===== src/rtl/patch_control_unit.sv =====
// rtl/patch_control_unit.sv - runtime patch engine: byte-stream configured observe-match trigger with control override
module patch_control_unit #(
   parameter int OBS_W = 4,
   parameter int CTL_W = 4
) (
   input  logic             clk,
   input  logic             rst,
   input  logic             cfg_valid,
   input  logic [7:0]       cfg_data,
   output logic             cfg_ready,
   input  logic [OBS_W-1:0] obs_in,
   input  logic [CTL_W-1:0] ctl_in,
   output logic [CTL_W-1:0] ctl_out,
   output logic             patch_active
);

   localparam logic [7:0] HDR_LOAD   = 8'hA5;
   localparam logic [7:0] HDR_DISARM = 8'h5A;

   typedef enum logic [1:0] {L_HDR, L_FIELD, L_COMMIT} ld_state_t;
   typedef enum logic [1:0] {T_DISARMED, T_ARMED, T_COUNTING, T_FIRED} tr_state_t;

   ld_state_t        ld_state, ld_next;
   tr_state_t        tr_state, tr_next;
   logic [2:0]       fidx, fidx_next;
   logic [7:0]       cnt, cnt_next;

   // shadow set, filled field by field while loading
   logic [OBS_W-1:0] sh_obs_mask, sh_obs_mask_next;
   logic [OBS_W-1:0] sh_obs_val, sh_obs_val_next;
   logic [7:0]       sh_hold, sh_hold_next;
   logic [CTL_W-1:0] sh_ctl_mask, sh_ctl_mask_next;
   logic [CTL_W-1:0] sh_ctl_val, sh_ctl_val_next;

   // active set, only ever replaced as a whole on commit
   logic [OBS_W-1:0] act_obs_mask, act_obs_mask_next;
   logic [OBS_W-1:0] act_obs_val, act_obs_val_next;
   logic [7:0]       act_hold, act_hold_next;
   logic [CTL_W-1:0] act_ctl_mask, act_ctl_mask_next;
   logic [CTL_W-1:0] act_ctl_val, act_ctl_val_next;

   logic             xfer;
   logic             match;

   // State and configuration registers
   always_ff @(posedge clk or posedge rst) begin
      if (rst) begin
         ld_state     <= L_HDR;
         tr_state     <= T_DISARMED;
         fidx         <= 3'd0;
         cnt          <= 8'd0;
         sh_obs_mask  <= '0;
         sh_obs_val   <= '0;
         sh_hold      <= 8'd0;
         sh_ctl_mask  <= '0;
         sh_ctl_val   <= '0;
         act_obs_mask <= '0;
         act_obs_val  <= '0;
         act_hold     <= 8'd0;
         act_ctl_mask <= '0;
         act_ctl_val  <= '0;
      end else begin
         ld_state     <= ld_next;
         tr_state     <= tr_next;
         fidx         <= fidx_next;
         cnt          <= cnt_next;
         sh_obs_mask  <= sh_obs_mask_next;
         sh_obs_val   <= sh_obs_val_next;
         sh_hold      <= sh_hold_next;
         sh_ctl_mask  <= sh_ctl_mask_next;
         sh_ctl_val   <= sh_ctl_val_next;
         act_obs_mask <= act_obs_mask_next;
         act_obs_val  <= act_obs_val_next;
         act_hold     <= act_hold_next;
         act_ctl_mask <= act_ctl_mask_next;
         act_ctl_val  <= act_ctl_val_next;
      end
   end

   assign cfg_ready = (ld_state != L_COMMIT);
   assign xfer      = cfg_valid && cfg_ready;
   assign match     = (((obs_in ^ act_obs_val) & act_obs_mask) == '0);

   // Next-state: trigger evaluates first, then loader commit/disarm overrides it
   always_comb begin
      ld_next           = ld_state;
      tr_next           = tr_state;
      fidx_next         = fidx;
      cnt_next          = cnt;
      sh_obs_mask_next  = sh_obs_mask;
      sh_obs_val_next   = sh_obs_val;
      sh_hold_next      = sh_hold;
      sh_ctl_mask_next  = sh_ctl_mask;
      sh_ctl_val_next   = sh_ctl_val;
      act_obs_mask_next = act_obs_mask;
      act_obs_val_next  = act_obs_val;
      act_hold_next     = act_hold;
      act_ctl_mask_next = act_ctl_mask;
      act_ctl_val_next  = act_ctl_val;

      // cnt counts matches already seen in the current run, so it tops out at hold
      case (tr_state)
         T_ARMED: begin
            if (match) begin
               if (act_hold == 8'd0) begin
                  tr_next = T_FIRED;
               end else begin
                  tr_next  = T_COUNTING;
                  cnt_next = 8'd1;
               end
            end
         end
         T_COUNTING: begin
            if (!match) begin
               tr_next  = T_ARMED;
               cnt_next = 8'd0;
            end else if (cnt == act_hold) begin
               tr_next = T_FIRED;
            end else begin
               cnt_next = cnt + 8'd1;
            end
         end
         default: ;
      endcase

      case (ld_state)
         L_HDR: begin
            if (xfer) begin
               if (cfg_data == HDR_LOAD) begin
                  ld_next   = L_FIELD;
                  fidx_next = 3'd0;
               end else if (cfg_data == HDR_DISARM) begin
                  tr_next  = T_DISARMED;
                  cnt_next = 8'd0;
               end
            end
         end
         L_FIELD: begin
            // every byte here is field data, including a repeated header value
            if (xfer) begin
               case (fidx)
                  3'd0:    sh_obs_mask_next = cfg_data[OBS_W-1:0];
                  3'd1:    sh_obs_val_next  = cfg_data[OBS_W-1:0];
                  3'd2:    sh_hold_next     = cfg_data;
                  3'd3:    sh_ctl_mask_next = cfg_data[CTL_W-1:0];
                  default: sh_ctl_val_next  = cfg_data[CTL_W-1:0];
               endcase
               if (fidx == 3'd4) begin
                  ld_next = L_COMMIT;
               end else begin
                  fidx_next = fidx + 3'd1;
               end
            end
         end
         L_COMMIT: begin
            act_obs_mask_next = sh_obs_mask;
            act_obs_val_next  = sh_obs_val;
            act_hold_next     = sh_hold;
            act_ctl_mask_next = sh_ctl_mask;
            act_ctl_val_next  = sh_ctl_val;
            tr_next           = (sh_ctl_mask == '0) ? T_DISARMED : T_ARMED;
            cnt_next          = 8'd0;
            ld_next           = L_HDR;
         end
         default: ld_next = L_HDR;
      endcase
   end

   assign patch_active = (tr_state == T_FIRED);
   assign ctl_out      = patch_active ? ((ctl_in & ~act_ctl_mask) | (act_ctl_val & act_ctl_mask)) : ctl_in;

endmodule

===== config.mk =====
export PLATFORM = sky130hd
export DESIGN_NAME = patch_control_unit
export DESIGN_NICKNAME = d
export VERILOG_FILES = /design/src/rtl/patch_control_unit.sv
export SDC_FILE = /design/constraint.sdc
export NUM_CORES = 1
export LEC_CHECK = 0
export CAP_MARGIN = 20
export CORE_UTILIZATION = 25
export CTS_CLUSTER_SIZE = 30
export DETAILED_ROUTE_END_ITERATION = 12
export HOLD_SLACK_MARGIN = 0.15
export REMOVE_ABC_BUFFERS = 1
export SLEW_MARGIN = 10
export SYNTH_ARGS = -nofsm -noshare
export SYNTH_HDL_FRONTEND = slang
export SYNTH_SLANG_ARGS = --single-unit

===== constraint.sdc =====
create_clock -name clk -period 5 [get_ports clk]
set_input_delay 1.5 -clock clk [delete_from_list [all_inputs] [get_ports clk]]
set_output_delay 1.5 -clock clk [all_outputs]
set_load 0.02 [all_outputs]

==> results of run 1 <==
==> critical path: stages <==
cell and delay, ns:
clkdlybuf4s50_1 0.39, mux2_2 0.26, clkdlybuf4s50_1 0.54
==> power groups by stage <==
stage               Sequential [mW]  Combinational [mW]  Clock (mW)
floorplan                     0.830               0.614           0
global placement              0.871               0.731           0
detailed placement            0.880               0.748           0
CTS                           0.871               0.754       0.633
global route                  0.905               0.831       0.661
finish                        0.867               0.744       0.620
==> cell type report <==
cell class / instances / area, um^2 / area share (%)
well taps: 168 / 210 / 5.41
multi-input cells: 180 / 1490 / 38.4
flip-flops and latches: 63 / 1580 / 40.6
clock buffers: 10 / 239 / 6.15
repair buffers: 26 / 255 / 6.57
inverters: 15 / 56.3 / 1.45
clock inverters: 5 / 57.6 / 1.48
==> metal layers <==
metal  GRT usage [%]  vias up  part of all wire [%]
met2            17.0       26                    46
met5               0        -                     0
met3            4.29        5                   4.6
li1                -      999                     -
met4            3.55        0                   1.1
met1            14.2     1042                    49
==> Yosys cell counts (2+ instances only) <==
cell type  count  area (um^2)
a21oi_1        8         40.0
a22oi_4        2         42.5
a31oi_1        2         12.5
buf_2          5         25.0
dfrtp_1       63         1580
ha_1           9          113
inv_1         14         52.6
mux2_1        10          113
mux2_2        37          417
nand2_1       24         90.1
nand2_2        2         12.5
nand2b_1       3         18.8
nand3_1        3         15.0
nand4_1        4         25.0
nor2_1         8         30.0
nor2_2         2         12.5
nor2b_1        2         12.5
nor3b_1        3         22.5
nor4_2         2         25.0
nor4b_1        2         17.5
nor4bb_1       3         30.0
o21ai_0       10         50.1
o21ai_1        6         30.0
o221a_1        2         22.5
or4_1          2         15.0
xor2_1        12          105
==> per-stage QoR <==
stage	total power, mW	cells
2_1_floorplan	1.44	258
3_3_place_gp	1.60	452
3_5_place_dp	1.63	452
4_1_cts	2.26	467
5_1_grt	2.40	467
6_report	2.23	467
==> logic make-up (layout without fill, tap and decap cells) <==
| logic type | count (synthesis) | count (layout) | share of synthesized area (%) |
|---|---|---|---|
| multiplexers | 48 | 48 | 17.1 |
| flip-flops | 63 | 63 | 49.9 |
| adder cells (fa/ha/maj) | 9 | 9 | 3.56 |
| XOR/XNOR | 12 | 12 | 3.33 |
| AND/OR/NAND/NOR | 68 | 68 | 12.4 |
| buffers and inverters | 22 | 56 | 3.05 |
| AO/OA/AOI/OAI | 43 | 43 | 10.7 |
==> worst min path at each step <==
stage / start / endpoint / slack, ns / depth (start not counted)
3_3_place_gp: sh_obs_mask[0] / sh_obs_mask[0] / 0.46 / 2
3_5_place_dp: sh_obs_mask[0] / sh_obs_mask[0] / 0.47 / 2
6_report: sh_obs_mask[0] / sh_obs_mask[0] / 0.48 / 2
5_1_grt: sh_hold[0] / sh_hold[0] / 0.51 / 2
2_1_floorplan: sh_ctl_val[0] / sh_ctl_val[0] / 0.44 / 2
4_1_cts: sh_obs_mask[0] / sh_obs_mask[0] / 0.48 / 2
==> flow_summary_export.csv, run 1 <==
group,metric,value,unit
critical_path,crit_path_start,"ctl_in[2]",
die,io_pins,25,
critical_path,startpoint_type,"primary input",
global_routing,antenna_found_initial,0,
die,dieArea,13100,um^2
synth,synth.avg_cell_area,11.9,um^2
placed_design,hpwl,4390,um
sta,rsz0062_at_grt,"no",
sta,finalSetupTns,0,ns
synth,ys_ff_latch,63,
clock_tree,cts.clk_slew.worst_paths,0.05,ns
critical_path,crit_required,3.50,ns
cells_and_area,final_common_cell,"dfrtp_1",
clock_tree,ctsHoldBuffers,0,
placed_design,pre_cts_ws,0.793,ns
global_routing,grt_util_all_layers,11.0,%
drt,via_count,2072,
drt,ant_nets,0,
cells_and_area,diodes,0,
power,p_leak,1.68,nW
synth,synth_cell_types,51,
clock_tree,clock-root-buffer,"clkbuf_16",
critical_path,reg2reg_depth,6,
clock_tree,cts_tree,"yes",
power,p_comb_share,33.4,%
sta,setup_slack,0.800,ns
synth,syn_area,3160,um^2
cells_and_area,fillers,1218,
sta,relSlewSlack,43.1,%
placed_design,gp_congestion,0.757,
clock_tree,insertion_delay,0.33,ns
power,switching_share,33.3,%
drt,routed_wl,6280,um
synth,ys_warn_count,0,
critical_path,critPathMaxFanout,1,
clock_tree,postCtsSetupBuffers,0,
cells_and_area,drive_gt1_share,25.1,%
die,fp.dieH,114,um
drt,drtIter0Drc,39,
cells_and_area,reg.largest.list,"act_hold (8), cnt (8), sh_hold (8)",
power,peakVddDrop,0.201,mV
clock_tree,cts.path.max_buffers,2,
synth,netlist_instances,265,
critical_path,crit_end,"ctl_out[2]",
power,p_per_area,574,nW/um^2
placed_design,port_buffers,24,
sta,hold_viol,0,
power,p_sw,0.742,mW
die,initial_core_util,26.0,%
placed_design,placed_area,3590,um^2
drt,drt-wirelength-per-cell,13.4,um
sta,fmax,0.238,GHz
critical_path,cp.arrival,2.70,ns
die,rows,40,
cells_and_area,fin_nets,323,
synth,ys.flop_type,"dfrtp_1",
flow_run,cap_violations,0,
critical_path,end_kind,"output port",
sta,post-route-min-period,4.20,ns
run_status,status,"complete, no violations",
clock_tree,clock-sinks,63,
critical_path,r2r_setup_slack,3.00,ns
synth,ys_seq_area_share,49.9,%
global_routing,grt.overflow.total,0,
sta,worst_slew_pin_slew,0.853,ns
global_routing,grt_pass1_vias,2220,
cells_and_area,final_cell_area,3880,um^2
power,p_seq_share,38.9,%
die,core_area,12200,um^2
cells_and_area,final_cell_mix,"63 x dfrtp_1, 37 x mux2_2, 24 x nand2_1, 24 x clkdlybuf4s50_1, 13 x inv_1",
clock_tree,htreeDepth,3,
critical_path,r2r_end,"cnt[6]",
global_routing,grt_max_degree,41,
sta,period_share,84.0,%
cells_and_area,post-route-util,31.9,%
hold_path,hp-class,"flop to flop",
drt,firstDrtPassIters,4,
drt,drc_errors,0,
synth,async_flop_share,100,%
critical_path,path_class,"primary input to output port",
die,dieWidth,114,um
sta,drv_slew,0,
sta,holdWs,0.480,ns
cells_and_area,area_growth,22.9,%
clock_tree,cts_inserted_buffers,9,
sta,setup_viol,0,
drt,via_per_inst,4.44,
global_routing,grt_pass1_wl,11000,um
critical_path,reg2reg_from,"ld_state[1]",
sta,skew,0.00659,ns
power,clkPwrFrac,27.8,%
synth,synth-edff-count,0,
power,power.internal,1.49,mW
clock_tree,cts-resized-gates,0,
Note: power is estimated with default switching activity, not from simulation.
==> inputs of run 2 (changes only) <==
==> constraint.sdc (replaced) <==
create_clock -name clk -period 3.5 [get_ports clk]
set_input_delay 1.05 -clock clk [delete_from_list [all_inputs] [get_ports clk]]
set_output_delay 1.05 -clock clk [all_outputs]
set_load 0.02 [all_outputs]
==> flow_summary_export.csv, run 2 (synthesis gave the netlist of run 1 again) <==
group,metric,value,unit
hold_path,min_path_cells,1,
sta,worst_slew_pin_slew,0.466,ns
drt,met2WireLength,2800,um
drt,ant_nets,0,
critical_path,path_class,"primary input to output port",
drt,top_layer_used,"met4",
drt,drt-wirelength-per-cell,13.4,um
die,dieArea,13100,um^2
die,io_pins,25,
drt,via_count,2122,
clock_tree,ctsHoldBuffers,0,
global_routing,grt_max_degree,64,
global_routing,grt.overflow.total,0,
die,fp.dieH,114,um
clock_tree,clock-sinks,63,
critical_path,cp_common_cell,"clkdlybuf4s50_1",
cells_and_area,final_common_cell,"dfrtp_1",
clock_tree,htreeDepth,3,
drt,drc_errors,0,
cells_and_area,final_cell_mix,"63 x dfrtp_1, 37 x mux2_2, 24 x nand2_1, 24 x clkdlybuf4s50_1, 13 x inv_1",
sta,holdWs,0.480,ns
cells_and_area,reg.largest.list,"act_hold (8), cnt (8), sh_hold (8)",
placed_design,hpwl,4400,um
critical_path,crit_chain,"clkdlybuf4s50_1 > mux2_2 > clkdlybuf4s50_1",
hold_path,hp-class,"flop to flop",
drt,firstDrtPassIters,4,
clock_tree,cts_inserted_buffers,9,
clock_tree,cts-resized-gates,0,
clock_tree,cts.clk_slew.worst_paths,0.05,ns
clock_tree,cts_tree,"yes",
die,initial_core_util,26.0,%
global_routing,grt_util_all_layers,10.8,%
sta,skew,0.00612,ns
critical_path,max_stage_delay,0.54,ns
placed_design,gp_congestion,0.789,
clock_tree,cts.path.max_buffers,2,
critical_path,slowest_stage,"clkdlybuf4s50_1",
drt,drt-met1-wl,3140,um
sta,setup_viol,0,
run_status,status,"complete, no violations",
clock_tree,postCtsSetupBuffers,0,
critical_path,startpoint_type,"primary input",
sta,relSlewSlack,68.7,%
global_routing,grt_pass1_wl,10800,um
global_routing,antenna_found_initial,0,
sta,drv_slew,0,
power,p_per_area,828,nW/um^2
sta,hold_viol,0,
sta,rsz0062_at_grt,"no",
die,dieWidth,114,um
flow_run,cap_violations,0,
drt,routed_wl,6280,um
sta,fmax,0.303,GHz
clock_tree,insertion_delay,0.33,ns
cells_and_area,fin_nets,325,
cells_and_area,drive_gt1_share,25.8,%
cells_and_area,area_growth,24.6,%
drt,via_per_inst,4.51,
drt,drtIter0Drc,83,
critical_path,end_kind,"output port",
sta,finalSetupTns,0,ns
drt,met3WireLength,250,um
power,p_leak,1.70,nW
global_routing,grt_pass1_vias,2208,
sta,period_share,94.3,%
die,rows,40,
critical_path,cp.arrival,2.25,ns
cells_and_area,diodes,0,
critical_path,crit_required,2.45,ns
die,core_area,12200,um^2
sta,post-route-min-period,3.30,ns
critical_path,reg2reg_depth,7,
power,peakVddDrop,0.297,mV
placed_design,port_buffers,24,
clock_tree,clock-root-buffer,"clkbuf_16",
critical_path,critPathMaxFanout,1,
-- run 2: final cells by class --
type                       count  area, um^2
clock buffer                   9         225
clock inverter                 7        97.6
fill                        1199        8220
inverter                      15        56.3
multi-input combinational    180        1490
sequential                    63        1580
tap                          168         210
timing repair buffer          28         283
-- run 2: worst max-delay path: cells and delay by family --
family   cells  cell delay (ns)
buf+inv      2             0.94
mux          1             0.26
-- run 2: path summary, 6_finish.rpt --
kind,start,to,slack [ns]
max reg2reg,tr_state[0],cnt[6],1.58
max,ctl_in[0],ctl_out[0],0.20
max in group asynchronous,rst,fidx[2],2.11
min in group asynchronous,rst,cnt[0],1.12
min reg2reg,cnt[7],cnt[7],0.48
min,cnt[7],cnt[7],0.48
-- run 2: power by group --
group / switching [mW] / internal (mW)
combinational: 0.534 / 0.537
clock: 0.327 / 0.624
sequential: 0.211 / 1.03
total: 1.07 / 2.19
-- run 2: metal layers --
metal	global-route usage (%)	vias up
met5	0	-
met4	4.33	0
met3	3.71	9
met2	16.3	34
met1	14.3	1068
li1	-	1011
-- run 2: through the flow --
stage / worst slack (ns) / cell area, um^2 / std cells / power, mW / util [%]
2_1_floorplan: 0.460 / 3120 / 258 / 2.06 / -
3_3_place_gp: 0.221 / 3620 / 454 / 2.29 / 29.7
3_5_place_dp: 0.198 / 3620 / 454 / 2.34 / 29.7
4_1_cts: 0.192 / 3940 / 470 / 3.31 / 32.4
5_1_grt: 0.162 / 3940 / 470 / 3.49 / 32.4
6_report: 0.200 / 3940 / 470 / 3.26 / 32.4
==> inputs of run 3 (changes only) <==
--- a/config.mk
+++ b/config.mk
@@ -11,7 +11,7 @@
 export DETAILED_ROUTE_END_ITERATION = 12
 export HOLD_SLACK_MARGIN = 0.15
 export REMOVE_ABC_BUFFERS = 1
-export SLEW_MARGIN = 10
+export SLEW_MARGIN = 20
 export SYNTH_ARGS = -nofsm -noshare
 export SYNTH_HDL_FRONTEND = slang
 export SYNTH_SLANG_ARGS = --single-unit
==> results of run 3 <==
The final DEF is identical to that of run 2; final timing and power are the same.
